<file path="src/rtl/matmul_seq.sv">
// Sequential matrix multiplier: one MAC unit time-shared over every Result element.
// Operands are captured on start; the full result is published with a one-cycle done pulse.
module matmul_seq #(
  parameter int M      = 5,
  parameter int K      = 2,
  parameter int N      = 3,
  parameter int DW     = 8,
  parameter int RW     = 2*DW + $clog2(K),
  parameter int SIGNED = 0
) (
  input  logic                clk,
  input  logic                rst_n,
  input  logic                start,
  input  logic [M*K*DW-1:0]   MatrixA,
  input  logic [K*N*DW-1:0]   MatrixB,
  output logic [M*N*RW-1:0]   MatrixResult,
  output logic                busy,
  output logic                done
);

  localparam int AW = 2*DW + $clog2(K);
  localparam int IW = (M > 1) ? $clog2(M) : 1;
  localparam int JW = (N > 1) ? $clog2(N) : 1;
  localparam int KW = (K > 1) ? $clog2(K) : 1;

  localparam logic [0:0] IDLE = 1'b0;
  localparam logic [0:0] CALC = 1'b1;

  logic [0:0]          state;
  logic [M*K*DW-1:0]   bufA;
  logic [K*N*DW-1:0]   bufB;
  logic [M*N*RW-1:0]   resBuf;
  logic [M*N*RW-1:0]   nextRes;
  logic [AW-1:0]       acc;
  logic [AW-1:0]       aExt;
  logic [AW-1:0]       bExt;
  logic [AW-1:0]       prod;
  logic [AW-1:0]       sum;
  logic [DW-1:0]       aElem;
  logic [DW-1:0]       bElem;
  logic [RW-1:0]       resElem;
  logic [IW-1:0]       i;
  logic [JW-1:0]       j;
  logic [KW-1:0]       k;
  logic                lastI;
  logic                lastJ;
  logic                lastK;
  int                  aIdx;
  int                  bIdx;
  int                  resIdx;

  assign busy  = (state == CALC);
  assign lastI = (i == IW'(M-1));
  assign lastJ = (j == JW'(N-1));
  assign lastK = (k == KW'(K-1));

  // The accumulator is wide enough for the exact sum, so modulo-AW arithmetic on
  // sign/zero-extended operands yields the exact result in both operand modes.
  always_comb begin
    aIdx    = (M*K-1) - (int'(i)*K + int'(k));
    bIdx    = (K*N-1) - (int'(k)*N + int'(j));
    resIdx  = (M*N-1) - (int'(i)*N + int'(j));
    aElem   = bufA[aIdx*DW +: DW];
    bElem   = bufB[bIdx*DW +: DW];
    aExt    = {{(AW-DW){(SIGNED != 0) & aElem[DW-1]}}, aElem};
    bExt    = {{(AW-DW){(SIGNED != 0) & bElem[DW-1]}}, bElem};
    prod    = aExt * bExt;
    sum     = acc + prod;
    nextRes = resBuf;
    if (lastK) begin
      nextRes[resIdx*RW +: RW] = resElem;
    end
  end

  generate
    if (RW <= AW) begin : gTrunc
      assign resElem = sum[RW-1:0];
    end else begin : gExtend
      assign resElem = {{(RW-AW){(SIGNED != 0) & sum[AW-1]}}, sum};
    end
  endgenerate

  // The final element is merged via nextRes so MatrixResult gets the whole matrix
  // on the completion edge itself.
  always_ff @(posedge clk or negedge rst_n) begin
    if (!rst_n) begin
      state        <= IDLE;
      bufA         <= '0;
      bufB         <= '0;
      resBuf       <= '0;
      MatrixResult <= '0;
      acc          <= '0;
      i            <= '0;
      j            <= '0;
      k            <= '0;
      done         <= 1'b0;
    end else begin
      done <= 1'b0;
      if (state == IDLE) begin
        if (start) begin
          bufA  <= MatrixA;
          bufB  <= MatrixB;
          acc   <= '0;
          i     <= '0;
          j     <= '0;
          k     <= '0;
          state <= CALC;
        end
      end else begin
        if (lastK) begin
          resBuf <= nextRes;
          acc    <= '0;
          k      <= '0;
          if (lastJ) begin
            j <= '0;
            if (lastI) begin
              i            <= '0;
              MatrixResult <= nextRes;
              done         <= 1'b1;
              state        <= IDLE;
            end else begin
              i <= i + 1'b1;
            end
          end else begin
            j <= j + 1'b1;
          end
        end else begin
          acc <= sum;
          k   <= k + 1'b1;
        end
      end
    end
  end

endmodule

</file>
<file path="config.mk">
export PLATFORM = sky130hd
export DESIGN_NAME = matmul_seq
export DESIGN_NICKNAME = d
export VERILOG_FILES = /design/src/rtl/matmul_seq.sv
export SDC_FILE = /design/constraint.sdc
export NUM_CORES = 2
export LEC_CHECK = 0
export ABC_CLOCK_PERIOD_IN_PS = 7800
export CAP_MARGIN = 0
export CORE_MARGIN = 2
export CORE_UTILIZATION = 30
export CTS_CLUSTER_DIAMETER = 40
export CTS_CLUSTER_SIZE = 8
export DETAILED_ROUTE_END_ITERATION = 12
export GPL_TIMING_DRIVEN = 0
export SYNTH_ARGS = -nofsm -noshare
export SYNTH_HDL_FRONTEND = slang
export SYNTH_SLANG_ARGS = --single-unit
export TNS_END_PERCENT = 100
</file>
<file path="constraint.sdc">
create_clock -name clk -period 7.8 [get_ports clk]
set_clock_uncertainty 0.05 [all_clocks]
set_input_delay 1.56 -clock clk [delete_from_list [all_inputs] [get_ports clk]]
set_output_delay 1.56 -clock clk [all_outputs]
set_load 0.05 [all_outputs]
</file>
Word-level counts from Yosys, hierarchy flattened
Index checks and enable logic that the tools add are counted.
Widths: inputs -> output; s select.
{"block": "op_classes", "add_sub_neg": 11, "multipliers": 4, "eq_ne": 4, "shifts": 4, "mux": 25, "n_bitwise": 1, "n_reduce_logical": 6}
{"cell": "$bwmux 255", "n": 1}
{"cell": "$shift 17x33->255 const A", "n": 1}
{"cell": "$shiftx 17x33->255", "n": 1}
{"cell": "$shiftx 80x9->8", "n": 1}
{"cell": "$mux 17", "n": 3}
{"cell": "$shiftx 48x8->8", "n": 1}
{"cell": "$neg 13->33", "n": 1}
{"cell": "$add 17x16->17", "n": 1}
{"cell": "$mul 8x8->16", "n": 1}
{"cell": "$mux 3", "n": 5}
{"cell": "$mul 7x6->13 const B", "n": 1}
{"cell": "$mux 1", "n": 12}
{"cell": "$mux 2", "n": 4}
{"cell": "$sub 4x6->7 const A", "n": 1}
{"cell": "$add 5x2->6", "n": 1}
{"cell": "$reduce_and 2->1", "n": 3}
{"cell": "$sub 4x5->6 const A", "n": 1}
{"cell": "$add 4x1->5", "n": 1}
{"cell": "$mul 3x2->5 const B", "n": 1}
{"cell": "$sub 3x4->5 const A", "n": 1}
{"cell": "$add 3x2->4", "n": 1}
{"cell": "$ne 2x1->1 const B", "n": 2}
{"cell": "$reduce_and 4->1", "n": 1}
{"cell": "$add 3x1->3 const B", "n": 1}
{"cell": "8 further kinds", "n": 8}
{"block": "totals", "regBits": 663, "inputBits": 131, "wordCells": 65}

Longest topological paths before layout
{"block": "depth", "ltp_word": 8, "ltp_mapped": 32, "ltp_nobuf": 27}

Worst setup path before layout
OpenSTA, ideal clock, no wires.
{"block": "synth_timing", "kind": "flip-flop to flip-flop", "startpoint": "reg i[1]", "endpoint": "reg MatrixResult[161]", "setup_ns": 0.065, "arrival_ns": 7.659, "required_ns": 7.685, "setup_slack_ns": 0.026, "stages_incl_launch_ff": 31, "path_buffers": 4, "period_less_slack_ns": 7.774, "path_cell_list": "dfrtp_1 -> inv_1 -> ha_1 -> fa_1 -> clkbuf_1 -> and2_1 -> clkbuf_1 -> a22oi_1 -> nor2_1 -> a31oi_1 -> nor3_1 -> nand2_1 -> fa_1 -> inv_1 -> fa_1 -> inv_1 -> fa_1 -> inv_1 -> fa_1 -> ha_1 -> buf_6 -> a21o_1 -> a32o_1 -> a211oi_4 -> mux2i_1 -> nor4_1 -> a31oi_1 -> or4b_4 -> buf_6 -> a311oi_1 -> a21o_1"}
{"block": "synth_between", "elab_chain_cells": 7}
{"element": "start, declared", "line_no": "42", "text": "logic [IW-1:0] i;"}
{"element": "start signal, assigned", "line_no": "122", "text": "i <= i + 1'b1;"}
{"element": "$mul 3x2->5 or $add 4x1->5 (tied branches)", "line_no": "62, 60"}
{"element": "$add 5x2->6 or $sub 4x5->6 (tied branches)", "line_no": "62, 60"}
{"element": "$sub 4x6->7 or $shiftx 80x9->8 (tied branches)", "line_no": "62, 63"}
{"element": "$mul 7x6->13 or $mul 8x8->16 (tied branches)", "line_no": "71, 67"}
{"element": "$neg 13->33 or $add 17x16->17 (tied branches)", "line_no": "71, 68"}
{"element": "$shiftx 17x33->255 or $shift 17x33->255 (tied branches)", "line_no": "71", "text": "nextRes[resIdx*RW +: RW] = resElem;"}
{"element": "$bwmux 255", "line_no": "71"}
{"element": "end signal, assigned", "line_no": "118", "text": "MatrixResult <= nextRes;"}
{"element": "end, declared", "line_no": "16", "text": "output logic [M*N*RW-1:0] MatrixResult,"}
Several ways; a longest one is shown, not always the timed one.
A chain may end at the register's enable or synchronous reset.

Final worst setup path
{"block": "layout_timing", "startpoint": "reg i[1]", "endpoint": "reg MatrixResult[149]"}
The elaborated chain is that of the path after synthesis.

==> reports/metrics.cfg <==
[detailed_routing]
drt_iter0_drc = 5090
wl_um = 202000
drc_errors = 0
drt-pass1-iter-count = 6
post_drt_wl_per_cell_um = 31.3
vias = 39400
viasPerCell = 6.12
ant_nets = 0

[worst_hold_path]
holdPathStages = 1
hp-class = flip-flop to flip-flop
min_from = MatrixResult[103]
min_to = MatrixResult[103]

[synth]
synth_nets = 4290
synth_most_common_cell = dfrtp_1
yosys_register_bits = 663
netlist_area_um2 = 38300
synth_warnings = 0
yosysTopAreaCellShare_pct = 43.3
ys_seq_area_share_pct = 43.3
yosysTopAreaCell = dfrtp_1
synth_edf_count = 0
synth_ff_type = dfrtp_1
avgSynthCellArea_um2 = 9.51
synth_cell_types = 114
synth_area_leaders = dfrtp_1 43%, a21oi_1 6.3%, mux2_2 5.5%
synth_commonest_cells = 663 x dfrtp_1, 481 x a21oi_1, 338 x nor2_1, 310 x nand2_1, 259 x o21ai_0
synthCells = 4029
async_reset_ff_share_pct = 100

[critical_path]
ff2ff_setup_slack_ns = -0.06
critPathMostFrequentCell = fa_1
startpoint_type = flip-flop
crit_arrival_ns = 8.46
slowest_stage = fa_2
setup.worst_path.end_class = flip-flop
path_class = flip-flop to flip-flop
r2r_end = MatrixResult[149]
reg2reg_depth = 32
crit_path_max_fanout = 8
cp.required_ns = 8.41
crit_path_max_incr_delay_ns = 0.58
r2r-start = i[1]

[finish]
fin_area_um2 = 53200
layout-drive-gt1-share_pct = 24.0
stdcell_count = 6444
syn2layout_area_growth_pct = 38.8
nets = 4976

[run_status]
run_status = finished with violations
violations = max-capacitance violations, max-slew violations, negative setup slack

[clocking]
clock-root-buffer = clkbuf_16
clkLatencyLatePin_ns = 0.77
path_clk_slew_ns = 0.05
cts_max_level = 3
clockBufferDepth = 3
cts_buffers = 113
cts_tree = built
clock-sinks = 663

[grt]
grt_pass1_vias = 37500
antenna_found_initial = 10
track_usage_pct = 29.7
grt_overflow = 0
grt_max_degree = 121
grt_pass1_wl_um = 280000

[placed_design]
dp.cells = 6093
io_buffers = 387
place_area_um2 = 44500
place_congestion = 1.06
place_hpwl_um = 148000

[sta]
drv_slew = 12
setup_ws_ns = -0.0573
fin_crit_sh_pct = 101
slew_headroom_pct = -1.19
rsz0062_at_grt = true
timing.fmax_mhz = 127
worst_slew_pin_slew_ns = 1.52
hold_viol = 0
period_needed_ns = 7.86
finalSetupViolCount = 15

[die]
initial_core_util_pct = 30.1
dieArea_um2 = 131000
die_width_um = 361
row_count = 131
ios = 388
die-height_um = 361
core_region_area_um2 = 127000

[run]
max_cap_violations = 1

-- stage by stage --
| step | util [%] | TNS (ns) | hold slack, ns | setup WS [ns] |
|---|---|---|---|---|
| 2_1_floorplan | - | 0 | 0.400 | 0.0257 |
| 3_3_place_gp | 34.8 | - | 0.413 | -25.90 |
| 3_5_place_dp | 35.0 | -1086.86 | 0.415 | -2.81 |
| 4_1_cts | 40.0 | 0 | 0.426 | 0.000374 |
| 5_1_grt | 41.8 | -16.00 | 0.438 | -0.196 |
| 6_report | 41.8 | -0.318 | 0.422 | -0.0573 |
-- layout make-up --
class / count / area (um^2)
Fill cell: 12300 / 74000
Multi-Input combinational cell: 2926 / 22900
Sequential cell: 663 / 16600
Timing Repair Buffer: 585 / 6020
Clock buffer: 144 / 3090
Tap cell: 1662 / 2080
Buffer: 302 / 1560
Clock inverter: 33 / 472
Inverter: 124 / 468
Antenna cell: 5 / 12.5
-- cell usage in the layout (no fill, tap or decap), types with 116 or more instances in the layout --
master	Yosys	final
a31oi_1	170	144
inv_1	124	116
a21oi_1	481	447
nor2_1	338	304
clkbuf_16	0	117
clkdlybuf4s50_1	0	386
nand2_1	310	297
o21ai_0	259	230
dfrtp_1	663	661
mux2_2	186	184
buf_4	9	131
clkbuf_1	213	201
-- logic make-up after synthesis --
group | after synthesis | synth area share (%)
mux | 251 | 7.99
simple gates | 986 | 11.6
buf+inv | 440 | 5.05
compound gates | 1539 | 26.2
xor+xnor | 20 | 0.477
flops | 663 | 43.3
fa+ha+maj | 130 | 5.34
-- worst max path at each step --
stage                             end  cells after the start   from  slack (ns)
floorplan           MatrixResult[161]                     30   i[1]        0.03
global placement    MatrixResult[225]                      1  rst_n      -25.90
detailed placement  MatrixResult[228]                     28   i[1]       -2.81
CTS                 MatrixResult[175]                     28   i[0]      0.0004
global route        MatrixResult[243]                     28   i[1]       -0.20
finish              MatrixResult[149]                     32   i[1]       -0.06
-- layer usage --
| layer | track usage, % | share of wire (%) |
|---|---|---|
| met5 | 0 | 0.066 |
| met4 | 14.3 | 5.8 |
| met3 | 8.53 | 11 |
| met2 | 43.0 | 42 |
| met1 | 40.6 | 41 |
-- worst max-delay path, delay by kind of cell, from the launching register on --
family | cells | cell delay [ns]
buf+inv | 11 | 1.34
simple gates | 5 | 0.86
compound gates | 9 | 1.76
flops | 1 | 0.45
mux | 1 | 0.45
fa+ha+maj | 6 | 2.83
-- state kept, by name, summed over array words and instances (netlist names) --
| signal | flops |
|---|---|
| busy | 1 |
| resBuf | 255 |
| done | 1 |
| acc | 17 |
| k | 1 |
| MatrixResult | 255 |
| bufA | 80 |
| bufB | 48 |
| i | 3 |
| j | 2 |
-- what timing repair did --
item                                    in CTS  in global routing
pin swaps                                   93                174
gates resized for setup                    371                351
hold buffers                                 0                  0
gates cloned                                 0                  5
setup buffers                              103                 75
endpoints found under the setup margin     518                508
Power is not shown: default switching activity piles up to over one toggle a cycle in this logic, so the estimate is an artifact.
